[config.mk]
export PLATFORM = sky130hd
export DESIGN_NAME = pmu_wakeup_sequencer
export DESIGN_NICKNAME = d
export VERILOG_FILES = /design/src/rtl/pmu_wakeup_sequencer.sv
export SDC_FILE = /design/constraint.sdc
export NUM_CORES = 1
export LEC_CHECK = 0
export ABC_AREA = 0
export CORE_UTILIZATION = 60
export CTS_CLUSTER_SIZE = 14
export DETAILED_ROUTE_END_ITERATION = 7
export DONT_BUFFER_PORTS = 1
export HOLD_SLACK_MARGIN = 0.06
export PLACE_DENSITY = 0.74
export SYNTH_ARGS = -nofsm -noshare
export SYNTH_HDL_FRONTEND = slang
export SYNTH_SLANG_ARGS = --single-unit
[constraint.sdc]
create_clock -name clk_i -period 3.3 [get_ports clk_i]
set_input_delay 0.66 -clock clk_i [delete_from_list [all_inputs] [get_ports clk_i]]
set_output_delay 0.66 -clock clk_i [all_outputs]
set_load 0.02 [all_outputs]
[src/rtl/pmu_wakeup_sequencer.sv]
// Always-on power sequencer: ordered per-domain power-down, timer/external sleep,
// ordered power-up, each step bounded by an acknowledge timeout.
module pmu_wakeup_sequencer #(
  parameter int N_DOMAINS   = 6,
  parameter int CNT_WIDTH   = 32,
  parameter int PRESCALE    = 32,
  parameter int ACK_TIMEOUT = 255
) (
  input  logic                 clk_i,
  input  logic                 rstn_i,
  input  logic                 wen_i,
  input  logic                 reg_pmu_en_i,
  input  logic [CNT_WIDTH-1:0] reg_sleep_time_i,
  input  logic [N_DOMAINS-1:0] reg_retain_mask_i,
  input  logic                 ext_wakeup_i,
  input  logic [N_DOMAINS-1:0] pwr_ack_i,
  output logic [N_DOMAINS-1:0] pwr_req_o,
  output logic                 sleeping_o,
  output logic                 rstn_pg_o,
  output logic [1:0]           wakeup_cause_o,
  output logic                 timeout_err_o,
  output logic [CNT_WIDTH-1:0] elapsed_o,
  output logic [CNT_WIDTH-1:0] reg_sleep_time_o,
  output logic [N_DOMAINS-1:0] reg_retain_mask_o
);
  localparam int IDX_W = (N_DOMAINS > 1) ? $clog2(N_DOMAINS) : 1;
  localparam int TMO_W = $clog2(ACK_TIMEOUT + 1);
  localparam int PRE_W = $clog2(PRESCALE);
  localparam logic [IDX_W-1:0] LAST_IDX = IDX_W'(N_DOMAINS - 1);
  localparam logic [TMO_W-1:0] TMO_MAX  = TMO_W'(ACK_TIMEOUT);
  localparam logic [PRE_W-1:0] PRE_MAX  = PRE_W'(PRESCALE - 1);

  typedef enum logic [1:0] {ST_ACTIVE, ST_PD_SEQ, ST_SLEEP, ST_PU_SEQ} state_t;

  state_t               state_q, state_d;
  logic [IDX_W-1:0]     idx_q, idx_d;
  logic [TMO_W-1:0]     tmo_q, tmo_d;
  logic [PRE_W-1:0]     presc_q, presc_d;
  logic [CNT_WIDTH-1:0] elapsed_q, elapsed_d;
  logic [CNT_WIDTH-1:0] sleep_time_q, sleep_time_d;
  logic [N_DOMAINS-1:0] retain_q, retain_d;
  logic [1:0]           cause_q, cause_d;
  logic                 tmo_err_q, tmo_err_d;
  logic                 pend_ext_q, pend_ext_d;
  logic                 ack_ok, step, wake_timer, wake_ext;

  always_comb begin
    // NOTE: every variable written here gets a default first, so no path infers a latch.
    state_d      = state_q;
    idx_d        = idx_q;
    tmo_d        = tmo_q;
    presc_d      = presc_q;
    elapsed_d    = elapsed_q;
    sleep_time_d = sleep_time_q;
    retain_d     = retain_q;
    cause_d      = cause_q;
    tmo_err_d    = tmo_err_q;
    pend_ext_d   = pend_ext_q;
    ack_ok       = 1'b0;
    step         = 1'b0;
    wake_timer   = 1'b0;
    wake_ext     = 1'b0;
    case (state_q)
      ST_ACTIVE: begin
        if (wen_i) begin
          sleep_time_d = reg_sleep_time_i;
          retain_d     = reg_retain_mask_i;
          tmo_err_d    = 1'b0;
          if (reg_pmu_en_i) begin
            state_d    = ST_PD_SEQ;
            idx_d      = LAST_IDX;
            tmo_d      = '0;
            cause_d    = 2'd0;
            elapsed_d  = '0;
            pend_ext_d = 1'b0;
          end
        end
      end
      ST_PD_SEQ, ST_PU_SEQ: begin
        // Ack is tested before the limit, so an ack landing on the limit cycle is a success.
        ack_ok = (state_q == ST_PD_SEQ) ? !pwr_ack_i[idx_q] : pwr_ack_i[idx_q];
        step   = retain_q[idx_q] || ack_ok || (tmo_q == TMO_MAX);
        if (state_q == ST_PD_SEQ && ext_wakeup_i) pend_ext_d = 1'b1;
        if (!retain_q[idx_q] && !ack_ok && tmo_q == TMO_MAX) tmo_err_d = 1'b1;
        if (!step) begin
          tmo_d = tmo_q + TMO_W'(1);
        end else begin
          tmo_d = '0;
          if (state_q == ST_PD_SEQ) begin
            if (idx_q == '0) begin
              state_d = ST_SLEEP;
              presc_d = '0;
            end else begin
              idx_d = idx_q - IDX_W'(1);
            end
          end else begin
            if (idx_q == LAST_IDX) state_d = ST_ACTIVE;
            else                   idx_d   = idx_q + IDX_W'(1);
          end
        end
      end
      ST_SLEEP: begin
        wake_timer = (elapsed_q >= sleep_time_q);
        wake_ext   = ext_wakeup_i | pend_ext_q;
        if (wake_timer || wake_ext) begin
          cause_d    = {wake_ext, wake_timer};
          state_d    = ST_PU_SEQ;
          idx_d      = '0;
          tmo_d      = '0;
          pend_ext_d = 1'b0;
        end else if (presc_q == PRE_MAX) begin
          presc_d = '0;
          if (elapsed_q != '1) elapsed_d = elapsed_q + CNT_WIDTH'(1);
        end else begin
          presc_d = presc_q + PRE_W'(1);
        end
      end
      default: state_d = ST_ACTIVE;
    endcase
  end

  // Domains below the current index are untouched on the way down, already up on the way back.
  always_comb begin
    pwr_req_o = '1;
    for (int i = 0; i < N_DOMAINS; i++) begin
      case (state_q)
        ST_PD_SEQ: pwr_req_o[i] = retain_q[i] | (IDX_W'(i) < idx_q);
        ST_SLEEP:  pwr_req_o[i] = retain_q[i];
        ST_PU_SEQ: pwr_req_o[i] = retain_q[i] | (IDX_W'(i) <= idx_q);
        default:   pwr_req_o[i] = 1'b1;
      endcase
    end
  end

  // NOTE: state registers use non-blocking assignments only, so every flop samples pre-edge values.
  always_ff @(posedge clk_i or negedge rstn_i) begin
    if (!rstn_i) begin
      state_q      <= ST_ACTIVE;
      idx_q        <= '0;
      tmo_q        <= '0;
      presc_q      <= '0;
      elapsed_q    <= '0;
      sleep_time_q <= '0;
      retain_q     <= '0;
      cause_q      <= 2'd0;
      tmo_err_q    <= 1'b0;
      pend_ext_q   <= 1'b0;
    end else begin
      state_q      <= state_d;
      idx_q        <= idx_d;
      tmo_q        <= tmo_d;
      presc_q      <= presc_d;
      elapsed_q    <= elapsed_d;
      sleep_time_q <= sleep_time_d;
      retain_q     <= retain_d;
      cause_q      <= cause_d;
      tmo_err_q    <= tmo_err_d;
      pend_ext_q   <= pend_ext_d;
    end
  end

  assign sleeping_o        = (state_q != ST_ACTIVE);
  assign rstn_pg_o         = !sleeping_o;
  assign wakeup_cause_o    = cause_q;
  assign timeout_err_o     = tmo_err_q;
  assign elapsed_o         = elapsed_q;
  assign reg_sleep_time_o  = sleep_time_q;
  assign reg_retain_mask_o = retain_q;

endmodule
==> impl_metrics.xml <==
<?xml version="1.0" encoding="UTF-8"?>
<metrics>
  <group name="run_status">
    <metric name="status" unit="">completed</metric>
  </group>
  <group name="setup_path">
    <metric name="cp_endpoint" unit="">elapsed_o[9]</metric>
    <metric name="cp_slowest_stage_delay" unit="ns">0.56</metric>
    <metric name="path_common_cell" unit="">sky130_fd_sc_hd__buf_4</metric>
    <metric name="worst-r2r-cell-count" unit="">11</metric>
    <metric name="worstPathMaxFanout" unit="">14</metric>
    <metric name="r2r_setup_slack" unit="ns">0.20</metric>
    <metric name="worst-path-buf-inv" unit="">3</metric>
    <metric name="cpLargestDelayFamily" unit="">simple AND/OR/NAND/NOR gates</metric>
    <metric name="timing.critical_path.cells" unit="">inv_1 -&gt; ha_1 -&gt; nand4_1 -&gt; nor4_1 -&gt; nand2_1 -&gt; a31oi_1 -&gt; buf_4 -&gt; nor3_1 -&gt; buf_4 -&gt; and3_1 -&gt; a221o_1</metric>
    <metric name="worstSetupStartpointType" unit="">flip-flop</metric>
    <metric name="crit_start" unit="">reg_sleep_time_o[31]</metric>
    <metric name="rr_startpoint" unit="">reg_sleep_time_o[31]</metric>
    <metric name="cell_count_along_the_critical_path" unit="">11</metric>
    <metric name="critPathArrivalTime" unit="ns">3.36</metric>
    <metric name="cp.required" unit="ns">3.56</metric>
    <metric name="timing_worst_setup_path_type" unit="">reg -&gt; reg</metric>
    <metric name="crit_path_end_kind" unit="">flip-flop</metric>
    <metric name="timing.critical_path.slowest_stage_cell" unit="">sky130_fd_sc_hd__nor4_1</metric>
    <metric name="r2r-end" unit="">elapsed_o[9]</metric>
  </group>
  <group name="yosys">
    <metric name="synth-seq-area-share" unit="%">38.6</metric>
    <metric name="yosys_register_bits" unit="">92</metric>
    <metric name="yosysTopAreaCell" unit="">sky130_fd_sc_hd__dfrtp_1</metric>
    <metric name="postSynthCellCount" unit="">650</metric>
    <metric name="netlist.area_leader.share" unit="%">38.6</metric>
    <metric name="synth-warning-count" unit="">0</metric>
    <metric name="async_reset_ff_share" unit="%">100</metric>
    <metric name="postSynthNetCount" unit="">744</metric>
    <metric name="synth_cell_type_count" unit="">62</metric>
    <metric name="dominant_cells_by_area_after_synthesis" unit="">sky130_fd_sc_hd__dfrtp_1 (39%), sky130_fd_sc_hd__ha_1 (9.4%), sky130_fd_sc_hd__mux2_2 (7.7%)</metric>
    <metric name="synth-main-ff-cell" unit="">sky130_fd_sc_hd__dfrtp_1</metric>
    <metric name="post_synth_instance_area" unit="sq um">5970</metric>
    <metric name="syn_area_per_cell" unit="sq um">9.19</metric>
    <metric name="synth-edff-count" unit="">0</metric>
  </group>
  <group name="floorplanning">
    <metric name="floorplan.die.height" unit="um">102</metric>
    <metric name="row_count" unit="">36</metric>
    <metric name="initial_core_util" unit="%">61.4</metric>
    <metric name="floorplan.die_area" unit="sq um">10400</metric>
    <metric name="floorplan.die.width" unit="um">102</metric>
    <metric name="coreArea" unit="sq um">9730</metric>
    <metric name="io_pins" unit="">130</metric>
  </group>
  <group name="final_layout">
    <metric name="share_of_cells_above_drive_strength_1" unit="%">18.5</metric>
    <metric name="multi_input_area" unit="sq um">3370</metric>
    <metric name="design.final.nets" unit="">771</metric>
    <metric name="ff_latch_area" unit="sq um">2300</metric>
    <metric name="postLayoutCellArea" unit="sq um">6630</metric>
    <metric name="synthToLayoutAreaGrowth" unit="%">11.0</metric>
    <metric name="antenna_cells_inserted" unit="">0</metric>
    <metric name="filler_cell_count" unit="">771</metric>
  </group>
  <group name="power">
    <metric name="totalPowerFinal" unit="mW">6.55</metric>
    <metric name="cellLeakagePower" unit="nW">3.01</metric>
    <metric name="power_frac_clock" unit="%">13.6</metric>
    <metric name="netSwitchingPower" unit="mW">3.16</metric>
    <metric name="power.combinational.fraction" unit="%">51.4</metric>
    <metric name="power_density" unit="nW/um^2">988</metric>
    <metric name="vdd.ir_drop.worst" unit="mV">0.582</metric>
    <metric name="power.share.switching" unit="%">48.2</metric>
    <metric name="power.share.sequential" unit="%">34.9</metric>
    <metric name="internal-power" unit="mW">3.39</metric>
  </group>
  <group name="clock_tree">
    <metric name="post_cts_buffers" unit="">0</metric>
    <metric name="path_clk_slew" unit="ns">0.10</metric>
    <metric name="insertion_delay" unit="ns">0.38</metric>
    <metric name="tritoncts_buffers" unit="">9</metric>
    <metric name="cts_num_sinks" unit="">92</metric>
    <metric name="cts_tree" unit="">done</metric>
    <metric name="cts_root_buf" unit="">sky130_fd_sc_hd__clkbuf_8</metric>
    <metric name="cts_buffer_depth" unit="">2</metric>
    <metric name="ctsHtreeMaxLevel" unit="">3</metric>
  </group>
  <group name="timing">
    <metric name="setup_viol" unit="">0</metric>
    <metric name="slew_headroom" unit="%">46.6</metric>
    <metric name="totalNegativeSetupSlack" unit="ns">0</metric>
    <metric name="slew_violations" unit="">0</metric>
    <metric name="achievable-frequency" unit="MHz">322</metric>
    <metric name="pin_slew_with_the_least_headroom_to_its_limit" unit="ns">0.793</metric>
    <metric name="min_period_over_period" unit="%">94.0</metric>
    <metric name="final.min_clock_period" unit="ns">3.10</metric>
    <metric name="rsz_0062_raised_after_global_routing" unit="">false</metric>
    <metric name="final_hold_viol_count" unit="">0</metric>
    <metric name="timing.clock.skew" unit="ns">0.0133</metric>
  </group>
  <group name="placement">
    <metric name="place.gp.congestion" unit="">0.917</metric>
    <metric name="place_hpwl" unit="mm">10.8</metric>
    <metric name="dpl-instance-area" unit="sq um">6360</metric>
    <metric name="io_buffer_count" unit="">0</metric>
  </group>
  <group name="global_routing">
    <metric name="overflow" unit="">0</metric>
    <metric name="grt_start_max_net_pins" unit="">93</metric>
    <metric name="first_global_vias" unit="">4784</metric>
    <metric name="globalRouteTotalUtil" unit="%">29.1</metric>
    <metric name="grt_first_pass_wirelength" unit="mm">23.2</metric>
    <metric name="initial_antenna_violation_count" unit="">0</metric>
  </group>
  <group name="route">
    <metric name="routed_via_density" unit="">6.33</metric>
    <metric name="vias" unit="">5159</metric>
    <metric name="post-route-drc-count" unit="">0</metric>
    <metric name="avgRoutedWirePerCell" unit="um">18.0</metric>
    <metric name="routed_wl" unit="mm">14.6</metric>
    <metric name="detailedRoute.firstPassIterationCount" unit="">5</metric>
    <metric name="detailedRoute.firstIterationViolations" unit="">439</metric>
    <metric name="drtAntennaViolNets" unit="">0</metric>
  </group>
  <group name="hold_path">
    <metric name="holdCritPathClass" unit="">in -&gt; async</metric>
  </group>
  <group name="flow_run">
    <metric name="cap_viol_max_count" unit="">0</metric>
  </group>
</metrics>
==> sequential cells by signal (all words and copies together) (netlist names) <==
signal,count
wakeup_cause_o,2
elapsed_o,32
idx_q,3
presc_q,5
state_q,2
timeout_err_o,1
reg_sleep_time_o,32
reg_retain_mask_o,6
pend_ext_q,1
tmo_q,8
==> how the worst min path moves through the flow <==
stage,from,to,slack (ns),depth (start not counted)
2_1_floorplan,rstn_i,elapsed_o[0],0.36,0
3_3_place_gp,rstn_i,reg_sleep_time_o[12],0.37,0
3_5_place_dp,rstn_i,reg_sleep_time_o[14],0.37,0
4_1_cts,rstn_i,tmo_q[2],0.20,1
5_1_grt,rstn_i,tmo_q[7],0.21,1
6_report,rstn_i,tmo_q[3],0.18,1
==> placed cells by master (no fill, tap or decap), drive strengths merged, types with 3 or more instances in the layout <==
| cell type | Yosys | layout |
|---|---|---|
| nand3 | 22 | 22 |
| a41o | 8 | 8 |
| o21a | 3 | 3 |
| nor4 | 6 | 6 |
| clkbuf | 24 | 11 |
| or3 | 3 | 3 |
| mux2i | 3 | 3 |
| nand4 | 15 | 15 |
| a211oi | 5 | 5 |
| nand2b | 3 | 3 |
| a221o | 7 | 7 |
| inv | 41 | 41 |
| a31oi | 19 | 19 |
| o21ai | 35 | 35 |
| and3 | 22 | 22 |
| or2 | 6 | 6 |
| ha | 45 | 45 |
| nor2 | 45 | 45 |
| nand2 | 67 | 67 |
| a221oi | 3 | 3 |
| buf | 10 | 50 |
| and4 | 3 | 3 |
| mux2 | 41 | 41 |
| and2 | 5 | 5 |
| dfrtp | 92 | 92 |
| o31ai | 6 | 6 |
| o211ai | 13 | 13 |
| a21oi | 47 | 47 |
| nor3 | 16 | 16 |
==> layout make-up <==
| type | count | area share, % |
|---|---|---|
| Multi-Input combinational cell | 482 | 50.9 |
| Sequential cell | 92 | 34.7 |
| Timing Repair Buffer | 50 | 5.97 |
| Tap cell | 133 | 2.51 |
| Inverter | 42 | 2.38 |
| Clock buffer | 11 | 2.28 |
| Clock inverter | 5 | 1.26 |
==> routing by layer <==
metal  GRT usage (%)  wire [um]  up-vias
met5               0          0        -
met4            11.0        292        0
met3            7.94       1210       28
met2            46.4       6990      223
met1            37.9       6150     2456
li1                -          -     2452
==> metrics by stage <==
step / hold slack [ns] / utilization [%] / setup slack, ns / cells
after floorplan: 0.364 / - / 0.462 / 650
final: 0.180 / 68.1 / 0.199 / 815
after CTS: 0.203 / 68.1 / 0.0605 / 815
after global routing: 0.211 / 68.1 / 0.0696 / 815
after detailed placement: 0.367 / 65.4 / 0.0324 / 798
after global placement: 0.367 / 65.4 / 0.250 / 798
==> cell families (layout without fill, tap and decap cells) <==
logic type | count (synthesis) | after routing | synth area share, %
mux | 46 | 46 | 8.99
xor+xnor | 2 | 2 | 0.293
flops | 92 | 92 | 38.6
compound gates | 165 | 165 | 18.9
simple gates | 224 | 224 | 18.7
buf+inv | 76 | 108 | 5.13
fa+ha+maj | 45 | 45 | 9.43
==> power groups by stage <==
stage | clock network, mW | registers (mW) | logic, mW
2_1_floorplan | 0 | 2.32 | 2.35
3_3_place_gp | 0 | 2.28 | 3.17
3_5_place_dp | 0 | 2.31 | 3.31
4_1_cts | 0.901 | 2.29 | 3.35
5_1_grt | 0.960 | 2.35 | 3.73
6_report | 0.892 | 2.29 | 3.37
==> timing repair <==
item,in CTS,in global routing
endpoints found under the hold margin,92,0
hold buffers,1,0
setup endpoints to repair,0,7
resized for setup,0,1
==> cell usage after synthesis (all sizes together), types with 15 or more instances <==
master  count
clkbuf     24
a21oi      47
and3       22
nor2       45
nor3       16
dfrtp      92
inv        41
o21ai      35
nand4      15
ha         45
nand2      67
mux2       41
nand3      22
a31oi      19
(Power assumes the default switching activity.)
